**src/rtl/guitar_judge.sv**
```systemverilog
// rtl/guitar_judge.sv - strum debounce, timed hit window, score/streak/multiplier keeper
// Optional miss penalty enabled by defining GUITAR_MISS_PENALTY_EN.
module guitar_judge #(
    parameter int LANES           = 4,
    parameter int SCORE_W         = 32,
    parameter int DEBOUNCE        = 16,
    parameter int WINDOW          = 8,
    parameter int MAX_MULT        = 4,
    parameter int STREAK_PER_MULT = 10
) (
    input  logic               clock,
    input  logic               reset,
    input  logic               strum,
    input  logic [LANES-1:0]   buttons,
    input  logic [LANES-1:0]   intersections,
    input  logic [31:0]        mw_ir,
    output logic               update,
    output logic               hit,
    output logic               miss,
    output logic [SCORE_W-1:0] score,
    output logic [7:0]         streak,
    output logic [2:0]         mult,
    output logic               score_out
);
    localparam int DW = $clog2(DEBOUNCE);
    localparam int WW = $clog2(WINDOW + 1);
    localparam int PW = $clog2(STREAK_PER_MULT + 1);
    localparam logic [DW-1:0] DB_LAST   = DW'(DEBOUNCE - 1);
    localparam logic [WW-1:0] WIN_LAST  = WW'(WINDOW - 1);
    localparam logic [PW-1:0] PROG_LAST = PW'(STREAK_PER_MULT - 1);
    localparam logic [2:0]    MULT_TOP  = 3'(MAX_MULT);

    typedef enum logic {IDLE, JUDGE} state_t;

    logic               s1_q, s_sync_q;
    logic               db_q, db_d, db_prev_q;
    logic [DW-1:0]      db_cnt_q, db_cnt_d;
    state_t             state_q, state_d;
    logic [WW-1:0]      win_q, win_d;
    logic               hit_q, hit_d, miss_q, miss_d;
    logic [SCORE_W-1:0] score_q, score_d;
    logic [SCORE_W:0]   sum;
    logic [7:0]         streak_q, streak_d;
    logic [2:0]         mult_q, mult_d;
    logic [PW-1:0]      prog_q, prog_d;
    logic               match;
    logic               unused_ir_bits;

    always_comb begin
        db_d     = db_q;
        db_cnt_d = db_cnt_q;
        if (s_sync_q == db_q) begin
            db_cnt_d = '0;
        end else if (db_cnt_q == DB_LAST) begin
            db_d     = s_sync_q;
            db_cnt_d = '0;
        end else begin
            db_cnt_d = db_cnt_q + DW'(1);
        end
    end

    assign update = db_q & ~db_prev_q;
    assign match  = (buttons == intersections) && (intersections != '0);

    always_comb begin
        state_d  = state_q;
        win_d    = win_q;
        hit_d    = 1'b0;
        miss_d   = 1'b0;
        score_d  = score_q;
        streak_d = streak_q;
        mult_d   = mult_q;
        prog_d   = prog_q;
        sum      = {1'b0, score_q} + (SCORE_W + 1)'(mult_q);
        case (state_q)
            IDLE: begin
                if (update) begin
                    state_d = JUDGE;
                    win_d   = WIN_LAST;
                end
            end
            JUDGE: begin
                if (match) begin
                    state_d  = IDLE;
                    hit_d    = 1'b1;
                    score_d  = sum[SCORE_W] ? '1 : sum[SCORE_W-1:0];
                    streak_d = (streak_q == 8'hFF) ? streak_q : streak_q + 8'd1;
                    if (prog_q == PROG_LAST) begin
                        prog_d = '0;
                        mult_d = (mult_q >= MULT_TOP) ? MULT_TOP : mult_q + 3'd1;
                    end else begin
                        prog_d = prog_q + PW'(1);
                    end
                end else if (win_q == '0) begin
                    state_d  = IDLE;
                    miss_d   = 1'b1;
                    streak_d = '0;
                    prog_d   = '0;
                    mult_d   = 3'd1;
`ifdef GUITAR_MISS_PENALTY_EN
                    if (score_q != '0) score_d = score_q - SCORE_W'(1);
`endif
                end else begin
                    win_d = win_q - WW'(1);
                end
            end
            default: state_d = IDLE;
        endcase
    end

    always_ff @(posedge clock) begin
        if (reset) begin
            s1_q      <= 1'b0;
            s_sync_q  <= 1'b0;
            db_q      <= 1'b0;
            db_prev_q <= 1'b0;
            db_cnt_q  <= '0;
            state_q   <= IDLE;
            win_q     <= '0;
            hit_q     <= 1'b0;
            miss_q    <= 1'b0;
            score_q   <= '0;
            streak_q  <= '0;
            mult_q    <= 3'd1;
            prog_q    <= '0;
        end else begin
            s1_q      <= strum;
            s_sync_q  <= s1_q;
            db_q      <= db_d;
            db_prev_q <= db_q;
            db_cnt_q  <= db_cnt_d;
            state_q   <= state_d;
            win_q     <= win_d;
            hit_q     <= hit_d;
            miss_q    <= miss_d;
            score_q   <= score_d;
            streak_q  <= streak_d;
            mult_q    <= mult_d;
            prog_q    <= prog_d;
        end
    end

    assign hit    = hit_q;
    assign miss   = miss_q;
    assign score  = score_q;
    assign streak = streak_q;
    assign mult   = mult_q;

    // Only the destination-register field matters for the r28 writeback flag.
    assign score_out      = (mw_ir[26:22] == 5'd28);
    assign unused_ir_bits = ^{mw_ir[31:27], mw_ir[21:0]};
endmodule
```
**config.mk**
```make
export PLATFORM = sky130hd
export DESIGN_NAME = guitar_judge
export DESIGN_NICKNAME = d
export VERILOG_FILES = /design/src/rtl/guitar_judge.sv
export SDC_FILE = /design/constraint.sdc
export NUM_CORES = 1
export LEC_CHECK = 0
export ABC_AREA = 1
export CAP_MARGIN = 5
export CORE_MARGIN = 8
export CORE_UTILIZATION = 35
export CTS_BUF_LIST = sky130_fd_sc_hd__clkbuf_8
export CTS_CLUSTER_SIZE = 8
export DETAILED_ROUTE_END_ITERATION = 10
export DONT_BUFFER_PORTS = 1
export SLEW_MARGIN = 20
export SYNTH_ARGS = -nofsm -noshare
export SYNTH_HDL_FRONTEND = slang
export SYNTH_SLANG_ARGS = --single-unit
```
**constraint.sdc**
```tcl
create_clock -name clock -period 5.9 [get_ports clock]
set_clock_uncertainty 0.05 [all_clocks]
set_input_delay 0.885 -clock clock [delete_from_list [all_inputs] [get_ports clock]]
set_output_delay 0.885 -clock clock [all_outputs]
set_load 0.01 [all_outputs]
```
Word level (Yosys, flattened, before mapping)
Index checks and enable logic that the tools add are counted.
- add/sub/neg operators: 6
- $lt $le $gt $ge: 1
- eq/ne operators: 11
- multiplexer cells: 21
- bitwise gates (word level): 4
- reduce and logical (&&, ||, !) cells: 13
- operators with widths (kind ; number):
    $add 32x3->33 ; 1
    $mux 32 ; 1
    $mux 4 ; 6
    $mux 8 ; 3
    $mux 3 ; 4
    $reduce_and 3->1 ; 3
    $add 4x1->4 const B ; 2
    $add 8x1->8 const B ; 1
    $eq 4x4->1 const B ; 2
    $eq 8x8->1 const B ; 1
    $ne 2x2->1 const B ; 4
    $pmux 4 s2 ; 1
    $reduce_and 2->1 ; 3
    $reduce_or 3->1 ; 2
    $eq 5x5->1 const B ; 1
    $mux 1 ; 5
    $eq 4x4->1 ; 1
    $logic_not 4->1 ; 1
    $reduce_bool 4->1 ; 1
    $sub 4x1->4 const B ; 1
    $add 3x1->3 const B ; 1
    $ge 3x3->1 const B ; 1
    $not 1->1 ; 3
    $ne 2x1->1 const B ; 1
    other kinds (6) ; 6
- register bits: 62
- input bits: 43

Depth between registers and ports, before layout
Gate-level depths: netlist (run 1).
- depth in word-level cells: 4
- depth in mapped cells: 12
- gate-level depth less buffers: 12

Worst setup path before layout (run 1)
No wires, ideal clock.
- path kind: input to output
- start: input port mw_ir[26]
- end: output port score_out
- arrival: 1.208 ns
- data required time: 4.965 ns
- path slack: 3.757 ns
- cell stages on the path: 2
- path through: nand3_1 -> nor3_1
- longest elaborated chain between the ends: 1
- ends and longest elaborated chain (element ; line ; source):
    start: declaration ; 16 ; input logic [31:0] mw_ir,
    $eq 5x5->1 ; 150 ; assign score_out = (mw_ir[26:22] == 5'd28);
    end: declaration ; 23 ; output logic score_out
No other way between the ends.

Final worst setup path (run 1)
- start: register mult_q[0] (netlist: mult[0])
- end: register score_q[18] (netlist: score[18])
- longest elaborated chain between the ends: 2
- ends and longest elaborated chain (element ; line ; source):
    start: declaration ; 44 ; logic [2:0] mult_q, mult_d;
    start signal: assignment ; 138 ; mult_q <= mult_d;
    $add 32x3->33 ; 74 ; sum = {1'b0, score_q} + (SCORE_W + 1)'(mult_q);
    $mux 32 ; 86 ; score_d = sum[SCORE_W] ? '1 : sum[SCORE_W-1:0];
    end signal: assignment ; 136 ; score_q <= score_d;
    end: declaration ; 41 ; logic [SCORE_W-1:0] score_q, score_d;
No other way between the ends.
A chain may end at the register's enable or synchronous reset.

==> results of run 1 <==
==> cells in the final DEF (no fill, tap or decap), types with 10 or more instances in the layout <==
cell type and instances:
inv_1 55, a21oi_1 25, nor2_1 90, nand3b_1 10, nand3_2 11, nand3_1 45
nand2_1 205, a21oi_2 12, ha_1 11, dfxtp_1 62, o21ai_0 14
==> Yosys cell counts <==
library cell | count | area [um2]
nand2_1 | 205 | 769
nor2_1 | 90 | 338
dfxtp_1 | 62 | 1240
inv_1 | 55 | 206
nand3_1 | 45 | 225
a21oi_1 | 25 | 125
o21ai_0 | 14 | 70.1
a21oi_2 | 12 | 105
ha_1 | 11 | 138
nand3_2 | 11 | 110
nand3b_1 | 10 | 75.1
xor2_1 | 9 | 78.8
nor3_1 | 7 | 35.0
o21ai_1 | 7 | 35.0
xnor2_1 | 7 | 61.3
nor2_2 | 6 | 37.5
buf_2 | 5 | 25.0
inv_2 | 5 | 18.8
nand2_2 | 4 | 25.0
nor2_4 | 4 | 45.0
buf_6 | 3 | 33.8
clkbuf_1 | 3 | 11.3
nand2_4 | 3 | 33.8
buf_1 | 2 | 7.51
buf_4 | 2 | 15.0
nor3_2 | 2 | 20.0
a21boi_4 | 1 | 18.8
and2_2 | 1 | 7.51
fa_1 | 1 | 20.0
nand3_4 | 1 | 17.5
nor2_8 | 1 | 20.0
or2_0 | 1 | 6.26
==> registers in the layout, indices dropped and copies added (netlist names) <==
name       cells
score         32
streak         8
db_cnt_q       4
prog_q         4
win_q          4
mult           3
db_prev_q      1
db_q           1
hit            1
miss           1
s1_q           1
s_sync_q       1
state_q        1
==> kinds of logic (layout without fill, tap and decap cells) <==
group	count (synthesis)	count (layout)	synth area share (%)
DFF	62	62	31.2
adders and majority gates	12	12	3.96
AOI/OAI and AO/OA	59	59	8.90
and+or+nand+nor	391	391	44.4
buffers and inverters	75	76	7.99
xor gates and xnor gates	16	16	3.52
==> path summary, 6_finish.rpt <==
path                            slack (ns)                     end  cells past startpoint
worst max-delay path                  3.49  score[18]$_SDFFE_PP0P_                     12
worst min register to register        0.36     s_sync_q$_SDFF_PP0_                      2
worst min-delay path                  0.36     s_sync_q$_SDFF_PP0_                      2
worst max register to register        3.49  score[18]$_SDFFE_PP0P_                     12
==> routing by layer <==
| layer | wire, um | GRT usage [%] |
|---|---|---|
| met5 | 0 | 0 |
| met4 | 141 | 3.50 |
| met3 | 855 | 6.21 |
| met2 | 5050 | 25.6 |
| met1 | 4410 | 16.0 |
==> final cells by class <==
cell class,count,area [um2],share of cell area (%)
Sequential cell,62,1240,29.0
Clock inverter,7,97.6,2.28
Clock buffer,9,124,2.89
Inverter,60,225,5.26
Tap cell,143,179,4.18
Multi-Input combinational cell,478,2420,56.4
==> power breakdown <==
part           internal, W  switching, W
Clock             0.000239      0.000184
Combinational   0.00000486     0.0000113
Sequential        0.000419   0.000000405
==> through the flow <==
| step | utilization, % | setup WS (ns) | total power [W] | instances |
|---|---|---|---|---|
| final | 38.0 | 3.49 | 0.000858 | 759 |
| after global placement | 36.0 | 3.24 | 0.000445 | 743 |
| after global routing | 38.0 | 3.27 | 0.000890 | 759 |
| after floorplan | - | 3.76 | 0.000447 | 615 |
| after CTS | 38.0 | 3.48 | 0.000872 | 759 |
| after detailed placement | 36.0 | 3.22 | 0.000446 | 743 |
==> worst max-delay path: stages, from the launching register on <==
cell,delay [ns]
dfxtp_1,0.49
ha_1,0.31
fa_1,0.25
nand2_2,0.09
a21boi_4,0.20
nand2_4,0.10
nor2_8,0.12
inv_2,0.07
nor2_4,0.30
nand2_1,0.14
nand3_1,0.12
nand2_1,0.05
inv_1,0.06
==> run metrics, run 1 <==
Hold Path Origin=s1_q$_SDFF_PP0_; clk_lat worst skew=0.35 ns; Pleak=1.67 nW; I/O pin count=90; area delta synth->final=7.74%; chip width=123 um; CTS Buf Count=9; chip height=123 um; Port Buffer Count=0; routability cong.=0.833; vias in the first global route=3733; Post-Synthesis Cell Area=0.00398 mm2; Final Max Tran Viols=0; Final Hold Violating Endpoints=0; via count=3750; buffer depth of the longest clock path=2; max-cap violations=0; first-pass GRT wire length=17600 um; cells after synthesis=615; setup_tns=0 ns; largest net degree at the start of global routing=41; clk sinks=62; share of layout cells above drive strength 1=10.9%; H-tree Lvls=3; First-pass DRT Iterations=4; Crit path required time=6.15 ns; post-cts sizing count=0; routed wire length=10500 um; relative slew slack=46.7%; post-synth net total=670; period utilization=40.9%; GRT Overall Usage=14.6%; post-DR vias/cell=4.94; post-synthesis cell type count=32; DIE AREA=0.0150 mm2; Slew @ Worst Pin=0.797 ns; antenna viol nets, final=0; crit path from=mult[0]$_SDFFE_PP1P_; post-CTS setup buffers=0; hold crit path type=reg2reg; DRC Markers=0; hold slack final=0.356 ns; FILL cells=1229; # diodes=0; hold buffers post-CTS=0; Synth warnings=0; RSZ-0062 raised after global routing=no; CTS tree=done; crit path max fanout=13; layout net count=666; Yosys reg bits=62; # setup viols final=0; peak supply drop=234 uV; minimum clock period=2.41 ns; Power Dens Cells=200 mW/mm2; # rows=39; element type at the critical path end=register; initial antenna violation count=0; status=complete, no violations; Syn Area/Cell=6.47 um2; clock root cell=clkbuf_8; WS Path Type=reg2reg; core area=0.0113 mm2; DP HPWL=7920 um; crit path DAT=2.66 ns; fin area=0.00428 mm2; fmax=0.415 GHz; WL per Instance=13.8 um; Placed Area=0.00406 mm2; Critical R2R Launch=mult[0]$_SDFFE_PP1P_; total gr overflow=0; CP startpoint kind=register; register area share after synthesis=31.2%; clock transition at the registers of the reported paths=0.07 ns; initial drt markers=191; initial core utilization=35.3%
Power figures use the tool's default switching activity.
==> run 2: changes to the inputs <==
- clock period: 5.9 -> 1.95 ns (I/O delays scaled with it)
==> run metrics, run 2 (same netlist as run 1, synthesis figures left out) <==
status=complete, no violations; sequential share of power=51.3% (+2.4 points); Clock Power Share=45.7% (-3.6 points); WL per Instance=13.9 um (+0.68%); Slew @ Worst Pin=0.498 ns (-0.299 ns); WS Path Type=reg2reg; First-pass DRT Iterations=4 (unchanged); routed wire length=11400 um (+8.8%); # setup viols final=0 (unchanged); RSZ-0062 raised after global routing=yes; Multi-input gate area=0.00250 mm2 (+3.3%); Placed Area=0.00444 mm2 (+9.2%); Post-Layout Cell Count=820 (+8.0%); placed cells=793 (+6.7%); buffer depth of the longest clock path=2 (unchanged); vias in the first global route=3953 (+5.9%); minimum clock period=1.90 ns (-0.512 ns); max-cap violations=0 (unchanged); # diodes=0 (unchanged); DIE AREA=0.0150 mm2 (unchanged); fmax=0.526 GHz (+27%); Psw=0.000574 W (+190%); clk sinks=62 (unchanged); crit path max fanout=5 (-8); H-tree Lvls=3 (unchanged); area delta synth->final=21.8%; Crit path required time=2.19 ns (-3.96 ns); Overall Power=0.00247 W (+190%); clock root cell=clkbuf_8; Port Buffer Count=0 (unchanged); DP HPWL=8620 um (+8.8%); DRC Markers=0 (unchanged); internal power=0.00190 W (+190%); chip width=123 um (unchanged); fin area=0.00484 mm2 (+13%); CTS tree=done; routability cong.=0.903 (+8.3%); core area=0.0113 mm2 (unchanged); Seq. cell area=0.00124 mm2 (+0.20%); # rows=39 (unchanged); period utilization=97.4% (+57 points); initial drt markers=177 (-7.3%); leading cell types in the layout, fill and taps excluded=204 x nand2_1, 88 x nor2_1, 60 x dfxtp_1; final core utilization=43.0% (+5.0 points); CP startpoint kind=register; via count=4007 (+6.9%); crit path DAT=2.14 ns (-0.52 ns); share of layout cells above drive strength 1=20.8% (+10 points); Final Hold Violating Endpoints=0 (unchanged); first-pass GRT wire length=18500 um (+5.4%); Final Max Tran Viols=0 (unchanged); hold crit path type=in2reg; largest net degree at the start of global routing=40 (-2.4%); total gr overflow=0 (unchanged); chip height=123 um (unchanged); antenna viol nets, final=0 (unchanged); I/O pin count=90 (unchanged); clk_lat worst skew=0.36 ns (about the same); max FFs per register=32 (unchanged); initial antenna violation count=0 (unchanged); commonest non-fill, non-tap cell in the layout=nand2_1; layout net count=728 (+9.3%); Switching Fraction=23.2% (+0.41 points); FILL cells=1188 (-3.3%); CTS Buf Count=9 (unchanged); Power Dens Cells=510 mW/mm2 (+150%); clock transition at the registers of the reported paths=0.07 ns (about the same); relative slew slack=66.7% (+20 points); initial core utilization=35.3% (unchanged); peak supply drop=330 uV (+41%); post-DR vias/cell=4.89 (-1.1%); combinational share of power=3.0% (+1.1 points); element type at the critical path end=register; Pleak=2.05 nW (+22%); GRT Overall Usage=15.6% (+0.98 points)
[run 2: changes by cell type in the layout (fill, tap and decap cells not counted), moves of 3 or more]
cell     previous run  this run
buf_4               0        56
nand3_2            11        16
nand3_1            45        40
buf_12              0         3
[run 2: per-stage QoR]
step | hold slack [ns] | setup TNS (ns) | setup slack [ns]
after floorplan | 0.338 | 0 | 0.0157
final | 0.186 | 0 | 0.0498
after CTS | 0.185 | 0 | 0.00679
after global placement | 0.315 | -0.0499 | -0.0254
after detailed placement | 0.317 | -0.208 | -0.0539
after global routing | 0.200 | -0.583 | -0.0671
[run 2: repair_timing]
| item | 4_1_cts | 5_1_grt |
|---|---|---|
| cloned | 0 | 1 |
| pin swaps | 1 | 10 |
| resized for setup | 3 | 19 |
| endpoints found under the hold margin | 39 | 0 |
| setup buffers | 4 | 5 |
| endpoints found under the setup margin | 18 | 33 |
| hold buffers | 2 | 0 |
[run 2: worst max-delay path, stage by stage (launching register included)]
cell	delay [ns]
dfxtp_2	0.35
ha_4	0.15
fa_2	0.23
nand2_4	0.06
a21boi_4	0.18
nand2_4	0.09
nor2_8	0.15
inv_4	0.05
nor2_4	0.15
buf_6	0.15
o21ai_1	0.06
a21oi_1	0.15
[run 2: path summary, 6_finish.rpt]
| path | start | endpoint | slack, ns | depth (start not counted) |
|---|---|---|---|---|
| min | reset | mult[0]$_SDFFE_PP1P_ | 0.19 | 2 |
| max | mult[0]$_SDFFE_PP1P_ | score[7]$_SDFFE_PP0P_ | 0.05 | 11 |
| min reg2reg | s1_q$_SDFF_PP0_ | s_sync_q$_SDFF_PP0_ | 0.36 | 2 |
| max reg2reg | mult[0]$_SDFFE_PP1P_ | score[7]$_SDFFE_PP0P_ | 0.05 | 11 |
[run 2: layout make-up]
| class | count | area share [%] |
|---|---|---|
| multi-input combinational | 478 | 51.6 |
| sequential | 62 | 25.7 |
| timing repair buffer | 62 | 10.5 |
| inverter | 60 | 4.70 |
| tap | 143 | 3.70 |
| clock buffer | 10 | 2.84 |
| clock inverter | 5 | 1.06 |
[run 2: layer usage]
layer  track usage [%]  vias to the layer above  share of wire (%)
met3              5.89                       17                8.9
met4              5.10                        0                2.0
li1                  -                     2049                  -
met5                 0                        -                  0
met1              16.5                     1844                 40
met2              27.9                       97                 49
[run 2: power groups by stage]
stage | registers (W) | logic [W] | clock network (W)
after floorplan | 0.00130 | 0.0000542 | 0
after detailed placement | 0.00130 | 0.0000517 | 0
after global routing | 0.00127 | 0.0000824 | 0.00122
after CTS | 0.00127 | 0.0000746 | 0.00116
after global placement | 0.00130 | 0.0000499 | 0
final | 0.00127 | 0.0000735 | 0.00113
==> run 3: changes to the inputs <==
- CELL_PAD_IN_SITES_DETAIL_PLACEMENT: not set -> 1
- CELL_PAD_IN_SITES_GLOBAL_PLACEMENT: not set -> 2
- CORE_UTILIZATION: 35 -> 32
- PLACE_DENSITY_LB_ADDON: not set -> 0.1
==> run metrics, run 3 (same netlist as run 1, synthesis figures left out) <==
status=complete, no violations; crit path DAT=2.14 ns (about the same); WS Path Type=reg2reg; layout net count=734 (+0.82%); chip width=127 um (+4.0%); Power Dens Cells=533 mW/mm2 (+4.5%); initial antenna violation count=0 (unchanged); final worst slack=0.0646 ns (+0.0147 ns); H-tree Lvls=3 (unchanged); Hold Path Origin=reset; antenna viol nets, final=0 (unchanged); element type at the critical path end=register; GR Util met1=17.3% (+0.82 points); Critical R2R Launch=mult[0]$_SDFFE_PP1P_; placed cells=831 (+4.8%); chip height=127 um (+4.0%); initial drt markers=102 (-42%); peak supply drop=423 uV (+28%); fmax=0.530 GHz (+0.78%); # diodes=0 (unchanged); max-cap violations=0 (unchanged); area delta synth->final=23.7%; share of layout cells above drive strength 1=21.1% (+0.23 points); hold crit path type=in2reg; total gr overflow=0 (unchanged); I/O pin count=90 (unchanged); CP startpoint kind=register; DIE AREA=0.0162 mm2 (+8.1%); crit path max fanout=4 (-1); CTS Buf Count=9 (unchanged); core area=0.0121 mm2 (+7.0%); pre-CTS setup slack=-0.103 ns (-0.0495 ns); clk sinks=62 (unchanged); most used routing layer=met2; Slew @ Worst Pin=0.432 ns (-0.0664 ns); RSZ-0062 raised after global routing=yes; # setup viols final=0 (unchanged); CTS tree=done; Overall Power=0.00262 W (+6.2%); Reg2Reg Setup Slack=0.06 ns (about the same); routability cong.=0.798 (-12%); leading cell types in the layout, fill and taps excluded=205 x nand2_1, 88 x nor2_1, 62 x buf_4; commonest non-fill, non-tap cell in the layout=nand2_1; routed wire length=13100 um (+16%); GRT Overall Usage=17.0% (+1.5 points); period utilization=96.7% (-0.76 points); hold endpoint=mult[0]$_SDFFE_PP1P_; Post-Layout Cell Count=852 (+3.9%); clk_lat worst skew=0.37 ns (about the same); WL per Instance=15.4 um (+11%); met2 Track Usage GR=31.9% (+4.0 points); crit path from=mult[0]$_SDFFE_PP1P_; largest net degree at the start of global routing=40 (unchanged); # rows=40 (+2.6%); minimum clock period=1.89 ns (-0.0147 ns); buffer depth of the longest clock path=2 (unchanged); Hold Path Cell Cnt=2 (unchanged); RR Endpoint=score[3]$_SDFFE_PP0P_; Final Hold Violating Endpoints=0 (unchanged); FILL cells=1592 (+34%); Final Max Tran Viols=0 (unchanged); max FFs per register=32 (unchanged); first-pass GRT wire length=21900 um (+18%); via count=4010 (+0.075%); clock transition at the registers of the reported paths=0.07 ns (about the same); post-DR vias/cell=4.71 (-3.7%); vias in the first global route=4325 (+9.4%); Pleak=2.04 nW (-0.52%); clock root cell=clkbuf_8; DRC Markers=0 (unchanged); Port Buffer Count=0 (unchanged); relative slew slack=71.1% (+4.4 points); hold slack final=0.156 ns (-0.0300 ns); cells on worst reg2reg path=11 (unchanged); First-pass DRT Iterations=4 (unchanged); initial core utilization=33.0% (-2.3 points); Crit path required time=2.20 ns (about the same); met3 Use GR=5.66% (-0.23 points); DP HPWL=10400 um (+21%)
run 3: worst max-delay path, cell delays in order (launching register included):
cell and delay, ns:
dfxtp_2 0.35, ha_4 0.15, fa_2 0.20, nand2_2 0.08, a21boi_4 0.16, nand2_4 0.09, nor2_8 0.13, inv_4 0.05
nor2_4 0.18, buf_2 0.19, o21ai_1 0.08, a21oi_2 0.11
run 3: timing repair:
action / CTS / global route
hold buffers: 2 / 0
resized for setup: 7 / 10
gates cloned: 0 / 1
endpoints found under the setup margin: 15 / 33
endpoints found under the hold margin: 39 / 0
pin swaps: 0 / 3
buffers inserted: 0 / 2
run 3: power by group:
part	switching, W	internal, W	leakage (nW)
Combinational	0.0000536	0.0000230	1.43
Clock	0.000566	0.000712	0.110
Sequential	0.00000130	0.00127	0.500
run 3: per-layer routing:
metal | wire, um | part of all wire (%)
met5 | 0 | 0
met4 | 269 | 2.0
met3 | 731 | 5.6
met2 | 6760 | 51
met1 | 5380 | 41
run 3: how the worst max path moves through the flow:
stage	to	slack (ns)	depth (start not counted)
4_1_cts	score[7]$_SDFFE_PP0P_	0.02	11
2_1_floorplan	score[30]$_SDFFE_PP0P_	0.02	11
5_1_grt	score[17]$_SDFFE_PP0P_	-0.04	12
6_report	score[3]$_SDFFE_PP0P_	0.06	11
3_3_place_gp	score[10]$_SDFFE_PP0P_	-0.04	9
3_5_place_dp	score[14]$_SDFFE_PP0P_	-0.10	10
run 3: through the flow:
stage | utilization (%) | instance area, um2 | TNS [ns]
floorplan | - | 3980 | 0
global placement | 38.1 | 4590 | -0.0759
detailed placement | 38.1 | 4590 | -0.345
CTS | 40.3 | 4860 | 0
global route | 40.8 | 4920 | -0.298
finish | 40.8 | 4920 | 0
run 3: layout make-up:
class | instances | area (um2) | share of cell area [%]
inverters | 60 | 228 | 4.63
flip-flops and latches | 62 | 1240 | 25.3
well taps | 168 | 210 | 4.27
multi-input cells | 478 | 2470 | 50.3
clock inverters | 7 | 90.1 | 1.83
clock buffers | 9 | 124 | 2.52
repair buffers | 68 | 552 | 11.2
